File: config.mk
export PLATFORM = sky130hd
export DESIGN_NAME = fiesta_rand_src
export DESIGN_NICKNAME = d
export VERILOG_FILES = /design/src/rtl/fiesta_rng_pkg.sv /design/src/rtl/fiesta_lfsr_step.sv /design/src/rtl/fiesta_rand_src.sv
export SDC_FILE = /design/constraint.sdc
export NUM_CORES = 1
export LEC_CHECK = 0
export BUFFER_PORTS_ARGS = -buffer_cell sky130_fd_sc_hd__buf_2
export CORE_AREA = 3 3 93 95
export CTS_BUF_LIST = sky130_fd_sc_hd__clkbuf_4 sky130_fd_sc_hd__clkbuf_8
export DETAILED_ROUTE_END_ITERATION = 10
export DIE_AREA = 0 0 96 98
export GPL_TIMING_DRIVEN = 0
export PLACE_DENSITY = 0.78
export SLEW_MARGIN = 20
export SYNTH_ARGS = -nofsm -noshare
export SYNTH_HDL_FRONTEND = slang
export SYNTH_SLANG_ARGS = --single-unit
File: constraint.sdc
create_clock -name clk -period 2.1 [get_ports clk]
set_input_delay 0.42 -clock clk [delete_from_list [all_inputs] [get_ports clk]]
set_output_delay 0.42 -clock clk [all_outputs]
set_load 0.005 [all_outputs]
File: src/rtl/fiesta_rng_pkg.sv
// Shared types and default constants for the fiesta
// fresh-randomness source and its LFSR helper.
package fiesta_rng_pkg;

  typedef enum logic [1:0] {
    UNSEEDED,
    RUN,
    RESEED,
    ERR
  } rng_state_e;

  localparam int          DEF_LFSR_WIDTH      = 32;
  localparam int          DEF_R_WIDTH         = 2;
  localparam logic [31:0] DEF_TAPS            = 32'h80200003;
  localparam int          DEF_RESEED_INTERVAL = 1024;
  localparam int          DEF_REP_LIMIT       = 16;

endpackage

File: src/rtl/fiesta_lfsr_step.sv
// Combinational N-step Galois LFSR advance; bit i is the
// shifted-out LSB of step i.
module fiesta_lfsr_step #(
  parameter int W = 32,
  parameter int N = 2
) (
  input  logic [W-1:0] s,
  input  logic [W-1:0] taps,
  output logic [W-1:0] s_next,
  output logic [N-1:0] bits
);

  logic [W-1:0] t;

  always_comb begin
    t    = s;
    bits = '0;
    for (int i = 0; i < N; i++) begin
      bits[i] = t[0];
      t = (t >> 1) ^ (t[0] ? taps : '0);
    end
    s_next = t;
  end

endmodule

File: src/rtl/fiesta_rand_src.sv
// Seeded LFSR randomness source with reseed budget and a
// repetition health test; all outputs except seed_ready registered.
module fiesta_rand_src
  import fiesta_rng_pkg::*;
#(
  parameter int LFSR_WIDTH = DEF_LFSR_WIDTH,
  parameter int R_WIDTH    = DEF_R_WIDTH,
  parameter logic [LFSR_WIDTH-1:0] TAPS =
    LFSR_WIDTH'(DEF_TAPS),
  parameter int RESEED_INTERVAL = DEF_RESEED_INTERVAL,
  parameter int REP_LIMIT  = DEF_REP_LIMIT
) (
  input  logic                  clk,
  input  logic                  reset,
  input  logic [LFSR_WIDTH-1:0] seed_data,
  input  logic                  seed_valid,
  output logic                  seed_ready,
  input  logic                  enable,
  output logic [R_WIDTH-1:0]    port_r,
  output logic                  r_valid,
  output logic                  reseed_req,
  output logic                  seed_rej,
  output logic                  rng_err
);

  localparam int CW = $clog2(RESEED_INTERVAL + 1);
  localparam int RW = $clog2(REP_LIMIT + 1);

  rng_state_e state_q, state_d;

  logic [LFSR_WIDTH-1:0] lfsr_q, lfsr_d;
  logic [CW-1:0]         cnt_q, cnt_d;
  logic [RW-1:0]         rep_q, rep_d;
  logic [R_WIDTH-1:0]    port_q, port_d;
  logic                  rv_q, rv_d;
  logic                  rr_q, rr_d;
  logic                  rej_q, rej_d;
  logic                  err_q, err_d;

  logic [LFSR_WIDTH-1:0] s_adv;
  logic [R_WIDTH-1:0]    bits_adv;
  logic [LFSR_WIDTH-1:0] seed_mix;
  logic [RW-1:0]         rep_inc;
  logic                  hs;
  logic                  seed_ok;
  logic                  rep_hit;
  logic                  wrap;

  fiesta_lfsr_step #(
    .W (LFSR_WIDTH),
    .N (R_WIDTH)
  ) u_step (
    .s      (lfsr_q),
    .taps   (TAPS),
    .s_next (s_adv),
    .bits   (bits_adv)
  );

  // A reseed mixes into the running state instead of replacing it.
  assign seed_mix = (state_q == RESEED) ?
                    (lfsr_q ^ seed_data) : seed_data;
  assign seed_ok  = |seed_mix;
  assign hs       = seed_valid & seed_ready;

  assign rep_inc = (bits_adv != port_q) ? RW'(1) :
                   (&rep_q) ? rep_q : rep_q + RW'(1);
  assign rep_hit = rep_inc >= RW'(REP_LIMIT);
  assign wrap    = (cnt_q + CW'(1)) == CW'(RESEED_INTERVAL);

  always_ff @(posedge clk or negedge reset) begin
    if (!reset) begin
      state_q <= UNSEEDED;
      lfsr_q  <= '0;
      cnt_q   <= '0;
      rep_q   <= '0;
      port_q  <= '0;
      rv_q    <= 1'b0;
      rr_q    <= 1'b0;
      rej_q   <= 1'b0;
      err_q   <= 1'b0;
    end else begin
      state_q <= state_d;
      lfsr_q  <= lfsr_d;
      cnt_q   <= cnt_d;
      rep_q   <= rep_d;
      port_q  <= port_d;
      rv_q    <= rv_d;
      rr_q    <= rr_d;
      rej_q   <= rej_d;
      err_q   <= err_d;
    end
  end

  always_comb begin
    state_d = state_q;
    unique case (state_q)
      UNSEEDED: if (hs && seed_ok) state_d = RUN;
      RUN: begin
        if (enable) begin
          if (rep_hit)   state_d = ERR;
          else if (wrap) state_d = RESEED;
        end
      end
      RESEED:   if (hs && seed_ok) state_d = RUN;
      ERR:      state_d = ERR;
      default:  state_d = state_q;
    endcase
  end

  always_comb begin
    lfsr_d = lfsr_q;
    cnt_d  = cnt_q;
    rep_d  = rep_q;
    port_d = port_q;
    rv_d   = 1'b0;
    rr_d   = rr_q;
    rej_d  = 1'b0;
    err_d  = err_q;
    unique case (state_q)
      UNSEEDED, RESEED: begin
        if (hs) begin
          if (seed_ok) begin
            lfsr_d = seed_mix;
            cnt_d  = '0;
            rep_d  = '0;
            rr_d   = 1'b0;
          end else begin
            rej_d  = 1'b1;
          end
        end
      end
      RUN: begin
        if (enable) begin
          lfsr_d = s_adv;
          cnt_d  = cnt_q + CW'(1);
          rep_d  = rep_inc;
          // A health failure outranks the budget wrap.
          if (rep_hit) begin
            err_d  = 1'b1;
            port_d = '0;
            rr_d   = 1'b0;
          end else begin
            port_d = bits_adv;
            rv_d   = 1'b1;
            if (wrap) rr_d = 1'b1;
          end
        end
      end
      ERR: begin
        port_d = '0;
        rr_d   = 1'b0;
        err_d  = 1'b1;
      end
      default: ;
    endcase
  end

  always_comb begin
    seed_ready = (state_q == UNSEEDED) ||
                 (state_q == RESEED);
  end

  assign port_r     = port_q;
  assign r_valid    = rv_q;
  assign reseed_req = rr_q;
  assign seed_rej   = rej_q;
  assign rng_err    = err_q;

endmodule
==> results.json, run 1 <==
{
  "setup_tns_ns": -15.78,
  "fin_crit_sh_pct": 119,
  "instances_no_fill": 733,
  "die_h_um": 98,
  "rsz0062_at_grt": "yes",
  "numCtsBuffers": 5,
  "ant_nets": 0,
  "crit_end": "lfsr_q[8]",
  "wl_um": 15900,
  "pre_cts_slack_ns": -0.688,
  "synth_nets": 593,
  "fillers": 597,
  "fp.coreArea_um2": 7810,
  "place_hpwl_um": 10100,
  "placedCellCount": 698,
  "die_x_um": 96,
  "path_common_cell": "buf_2",
  "drt-wirelength-per-cell_um": 21.8,
  "cp-start-kind": "register",
  "hold_class": "primary input to asynchronous set/reset pin",
  "start_util_pct": 56.1,
  "synthCells": 555,
  "syn_to_final_growth_pct": 29.1,
  "critical_path_class": "register to register",
  "syn_avg_cell_area_um2": 7.89,
  "worst-path-max-fanout": 10,
  "viasPerCell": 6.91,
  "grt_util_all_layers_pct": 32.6,
  "io_buffers": 41,
  "r2r_cells": 9,
  "ys_async_sr_fraction_pct": 100,
  "ff2ff_setup_slack_ns": -0.41,
  "crit_required_ns": 2.36,
  "path_depth": 9,
  "worst_setup_path_end_kind": "register",
  "status": "finished, violations left",
  "place_area_um2": 4750,
  "drc": 0,
  "r2r_end": "lfsr_q[8]",
  "grt_pass1_wl_um": 24200,
  "grt_antenna_before_repair": 0,
  "power_per_cell_area_nw_per_um2": 1460,
  "holdWs_ns": 0.142,
  "worst_pin_slew_ns": 0.758,
  "rr_startpoint": "state_q[1]",
  "hold_violations": 0,
  "hold_buffers": 0,
  "grt.overflow.total": 0,
  "cts_tree": "done",
  "grt_pass1_vias": 4643,
  "peakVddDrop_mv": 0.834,
  "maxSlewViolCount": 0,
  "antenna-diode-count": 0,
  "min_period_ns": 2.51,
  "dr.pass1.iters": 5,
  "arrival_ns": 2.77,
  "slew_headroom_pct": 49.5,
  "drv_cap": 0,
  "multi_input_area_um2": 3150,
  "crit_slowest_cell": "dfrtp_2",
  "root_buffer": "clkbuf_8",
  "drtIter0Drc": 552,
  "fin_nets": 668,
  "cp_top_family": "buffers and inverters",
  "synth_area_um2": 4380,
  "critical_path_buf_inv_count": 4,
  "die-area_um2": 9410,
  "max_freq_ghz": 0.399,
  "htreeDepth": 2,
  "max_stage_delay_ns": 0.46,
  "yosysWarningCount": 0,
  "clk_pin_slew_ns": 0.12,
  "fin_skew_ns": 0.0155,
  "clock-sinks": 56,
  "yosys.cell_types.count": 57,
  "route.vias.total": 5066,
  "timing.final.ws_setup_ns": -0.407,
  "violations": "setup timing",
  "grt_max_degree": 57,
  "row_count": 32,
  "ctsLongestPathBuffers": 2,
  "p_leak_nw": 2.21,
  "synth-main-ff-cell": "dfrtp_1",
  "crit_chain": "buf_4, buf_2, nand2b_1, buf_2, clkbuf_4, nor2_1, a31oi_1, o221ai_4, a21oi_2",
  "clkLatencyLatePin_ns": 0.33,
  "fin_area_um2": 5650,
  "ff_latch_area_um2": 1410,
  "routabilityCongestion": 1.00,
  "drive_above_1_share_pct": 32.6,
  "setup_viol": 51,
  "io_pins": 43,
  "cp-startpoint": "state_q[1]",
  "yosysSeqAreaShare_pct": 32.0,
  "ys_ff_latch": 56,
  "synth_edf_count": 0
}
where the power goes:
group          total, W  leakage, nW  switching (W)  internal (W)
Sequential      0.00227        0.679       0.000731       0.00154
Clock          0.000650       0.0448       0.000398      0.000252
Combinational   0.00533         1.48        0.00295       0.00237
Total           0.00825         2.21        0.00408       0.00417
cells by family after synthesis:
family | share of synthesized area [%]
simple gates | 25.5
compound gates | 28.2
flops | 32.0
buf+inv | 5.43
xor+xnor | 5.00
mux | 3.29
fa+ha+maj | 0.572
layer usage:
metal / vias to the layer above / GRT usage [%] / share of wire [%]
li1: 2257 / - / -
met3: 68 / 7.63 / 9.5
met5: - / 0 / 0
met2: 301 / 49.8 / 46
met1: 2440 / 43.5 / 41
met4: 0 / 14.3 / 3.9
registers in the layout (all words and copies together) (netlist names):
signal	cells
port_r	2
r_valid	1
state_q	2
rng_err	1
cnt_q	11
reseed_req	1
lfsr_q	32
seed_rej	1
rep_q	5
Yosys cell counts, types with 12 or more instances:
library cell / count / area share (%)
clkbuf_1: 27 / 2.3
a21oi_1: 49 / 5.6
nor2_1: 81 / 6.9
dfrtp_1: 56 / 32
a22oi_1: 12 / 2.1
a2bb2oi_1: 18 / 3.6
nand2_1: 26 / 2.2
xnor2_1: 17 / 3.4
nand4_1: 14 / 2.0
nand3_1: 40 / 4.6
buf_2: 12 / 1.4
nor3_1: 23 / 2.6
o21ai_0: 48 / 5.5
cell type report:
type,instances,share of cell area [%]
clock buffers,6,1.35
inverters,6,0.421
multi-input cells,447,55.8
plain buffers,40,4.69
repair buffers,74,10.3
flip-flops and latches,56,24.9
well taps,102,2.26
clock inverters,2,0.288
worst min-delay path by stage:
stage / cells after the start / from / end
2_1_floorplan: 0 / reset / cnt_q[0]
3_3_place_gp: 1 / rng_err / rng_err
3_5_place_dp: 1 / rng_err / rng_err
4_1_cts: 1 / reset / rep_q[3]
5_1_grt: 1 / reset / rep_q[3]
6_report: 1 / reset / rep_q[3]
through the flow:
| stage | total power (W) | utilization (%) |
|---|---|---|
| 5_1_grt | 0.00871 | 72.4 |
| 4_1_cts | 0.00764 | 69.0 |
| 3_5_place_dp | 0.00622 | 60.8 |
| 3_3_place_gp | 0.00608 | 60.8 |
| 2_1_floorplan | 0.00500 | - |
| 6_report | 0.00825 | 72.4 |
placed cells by master (no fill, tap or decap), types with 5 or more instances in the layout:
master,count
buf_4,24
o221ai_1,6
buf_8,6
buf_2,47
clkbuf_2,5
xnor2_1,17
a31oi_1,9
nand4_1,14
o21ai_0,30
nand2_1,23
inv_1,5
buf_6,10
o21ai_2,15
clkbuf_1,12
mux2_2,11
nand4b_1,6
nor3_1,23
dfrtp_1,50
clkbuf_8,6
a21oi_2,11
nor4bb_1,10
xor2_1,8
nand3_1,30
a21oi_1,36
nand3_2,7
o221a_2,6
a2bb2oi_1,16
and4b_1,6
a311oi_1,6
a22oi_1,8
dfrtp_2,6
nor2_1,80
timing repair:
| item | CTS | global route |
|---|---|---|
| endpoints found under the setup margin | 55 | 54 |
| resized for setup | 103 | 64 |
| endpoints found under the hold margin | 0 | 0 |
| cloned | 5 | 0 |
| buffers inserted | 17 | 14 |
| pin swaps | 35 | 30 |
Power figures use the tool's default switching activity.
==> inputs of run 2 (changes only) <==
==> constraint.sdc (replaced) <==
create_clock -name clk -period 2.1 [get_ports clk]
set_input_delay 0.42 -clock clk [delete_from_list [all_inputs] [get_ports clk]]
set_output_delay 0.42 -clock clk [all_outputs]
set_load 0.1 [all_outputs]
==> results.json, run 2 (synthesis results as in run 1) <==
{
  "clkLatencyLatePin_ns": 0.33,
  "hold_class": "primary input to asynchronous set/reset pin",
  "ff2ff_setup_slack_ns": -0.45,
  "holdWs_ns": 0.136,
  "hold_violations": 0,
  "final_util_pct": 70.5,
  "fin_nets": 659,
  "dr.pass1.iters": 6,
  "r2r_end": "lfsr_q[17]",
  "viasPerCell": 7.11,
  "setup_viol": 52,
  "max_freq_ghz": 0.392,
  "fin_crit_sh_pct": 121,
  "grt_antenna_before_repair": 0,
  "drt-wirelength-per-cell_um": 22.0,
  "ctsLongestPathBuffers": 2,
  "routabilityCongestion": 0.973,
  "drc": 0,
  "worst-path-max-fanout": 6,
  "fin_skew_ns": 0.0169,
  "final_cell_mix": "nor2_1 (80), dfrtp_1 (51), buf_2 (44), a21oi_1 (35), nand3_1 (33)",
  "crit_required_ns": 2.37,
  "peakVddDrop_mv": 0.669,
  "rr_startpoint": "state_q[0]",
  "route.vias.total": 5151,
  "arrival_ns": 2.82,
  "drtIter0Drc": 705,
  "slew_headroom_pct": 46.1,
  "critical_path_class": "register to register",
  "grt_max_degree": 57,
  "drv_cap": 0,
  "setup_tns_ns": -18.81,
  "maxSlewViolCount": 0,
  "start_util_pct": 56.1,
  "syn_to_final_growth_pct": 25.7,
  "numCtsBuffers": 5,
  "cp-start-kind": "register",
  "cp-startpoint": "state_q[0]",
  "grt_util_all_layers_pct": 33.0,
  "worst_pin_slew_ns": 0.809,
  "clock-sinks": 56,
  "root_buffer": "clkbuf_8",
  "die_h_um": 98,
  "wl_um": 15900,
  "largest_reg_flops": 32,
  "fp.coreArea_um2": 7810,
  "comb_power_share_pct": 65.1,
  "hold_buffers": 0,
  "reg.largest.list": "lfsr_q (32), cnt_q (11), rep_q (5)",
  "row_count": 32,
  "r2r_cells": 11,
  "internal_power_w": 0.00426,
  "timing.final.ws_setup_ns": -0.451,
  "violations": "setup timing",
  "pwr-share-seq_pct": 26.0,
  "p_leak_nw": 2.17,
  "grt_pass1_wl_um": 24200,
  "status": "finished, violations left",
  "place_hpwl_um": 9910,
  "min_period_ns": 2.55,
  "worst_setup_path_end_kind": "register",
  "drive_above_1_share_pct": 28.3,
  "ant_nets": 0,
  "die-area_um2": 9410,
  "htreeDepth": 2,
  "io_pins": 43,
  "layout_commonest_cell": "nor2_1",
  "die_x_um": 96,
  "grt_pass1_vias": 4649,
  "grt.overflow.total": 0,
  "power_frac_clock_pct": 8.9,
  "rsz0062_at_grt": "yes",
  "switching_share_pct": 50.5,
  "antenna-diode-count": 0,
  "clk_pin_slew_ns": 0.12,
  "cts_tree": "done",
  "switchingPower_w": 0.00434,
  "io_buffers": 41,
  "regMostFlops": "lfsr_q",
  "power_per_cell_area_nw_per_um2": 1560
}
[run 2: area by class of cell]
class,count,area [um2]
multi-input cells,447,2990
fillers,586,2300
flip-flops and latches,56,1410
repair buffers,63,522
plain buffers,42,312
well taps,102,128
clock buffers,5,68.8
clock inverters,3,42.5
inverters,6,27.5
[run 2: power by group through the flow]
stage	Clock (W)	Sequential, W	Combinational [W]
2_1_floorplan	0	0.00224	0.00319
3_3_place_gp	0	0.00212	0.00443
3_5_place_dp	0	0.00215	0.00454
4_1_cts	0.000760	0.00215	0.00510
5_1_grt	0.000804	0.00230	0.00589
6_report	0.000764	0.00224	0.00560
[run 2: worst max-delay path by stage]
stage	endpoint	cells after the start	slack [ns]
after floorplan	lfsr_q[18]	9	0.007
after detailed placement	lfsr_q[7]	9	-0.80
after global routing	lfsr_q[10]	11	-0.51
after CTS	lfsr_q[27]	11	-0.32
after global placement	lfsr_q[7]	9	-0.80
final	lfsr_q[17]	11	-0.45
[run 2: metal layers]
layer  global-route usage [%]  share of wire (%)  routed length, um  up-vias
li1                         -                  -                  -     2223
met1                     43.7                 38               6030     2458
met2                     50.5                 45               7170      380
met3                     7.24                 12               1960       90
met4                     16.3                4.9                781        0
met5                        0                  0                  0        -
[run 2: what timing repair did]
action / CTS / global route
gates resized for setup: 66 / 44
cloned: 3 / 2
endpoints found under the setup margin: 53 / 54
buffers inserted: 14 / 4
pin swaps: 14 / 17
hold endpoints to repair: 0 / 0
[run 2: worst max-delay path: stages (launching register included)]
cell and delay (ns):
dfrtp_2 0.49, buf_8 0.16, nand4b_1 0.23, a2bb2oi_2 0.20, a32oi_1 0.22, nand4_1 0.28
o21ai_2 0.27, buf_6 0.18, buf_12 0.12, buf_16 0.12, nand3_1 0.08, a21oi_2 0.13
[run 2: stage by stage]
step | setup slack (ns) | std cells | cell area (um2) | total power (W)
after CTS | -0.318 | 722 | 5300 | 0.00801
after floorplan | 0.00737 | 555 | 4460 | 0.00543
final | -0.451 | 724 | 5500 | 0.00860
after global placement | -0.798 | 698 | 4790 | 0.00655
after global routing | -0.509 | 724 | 5500 | 0.00899
after detailed placement | -0.798 | 698 | 4800 | 0.00668
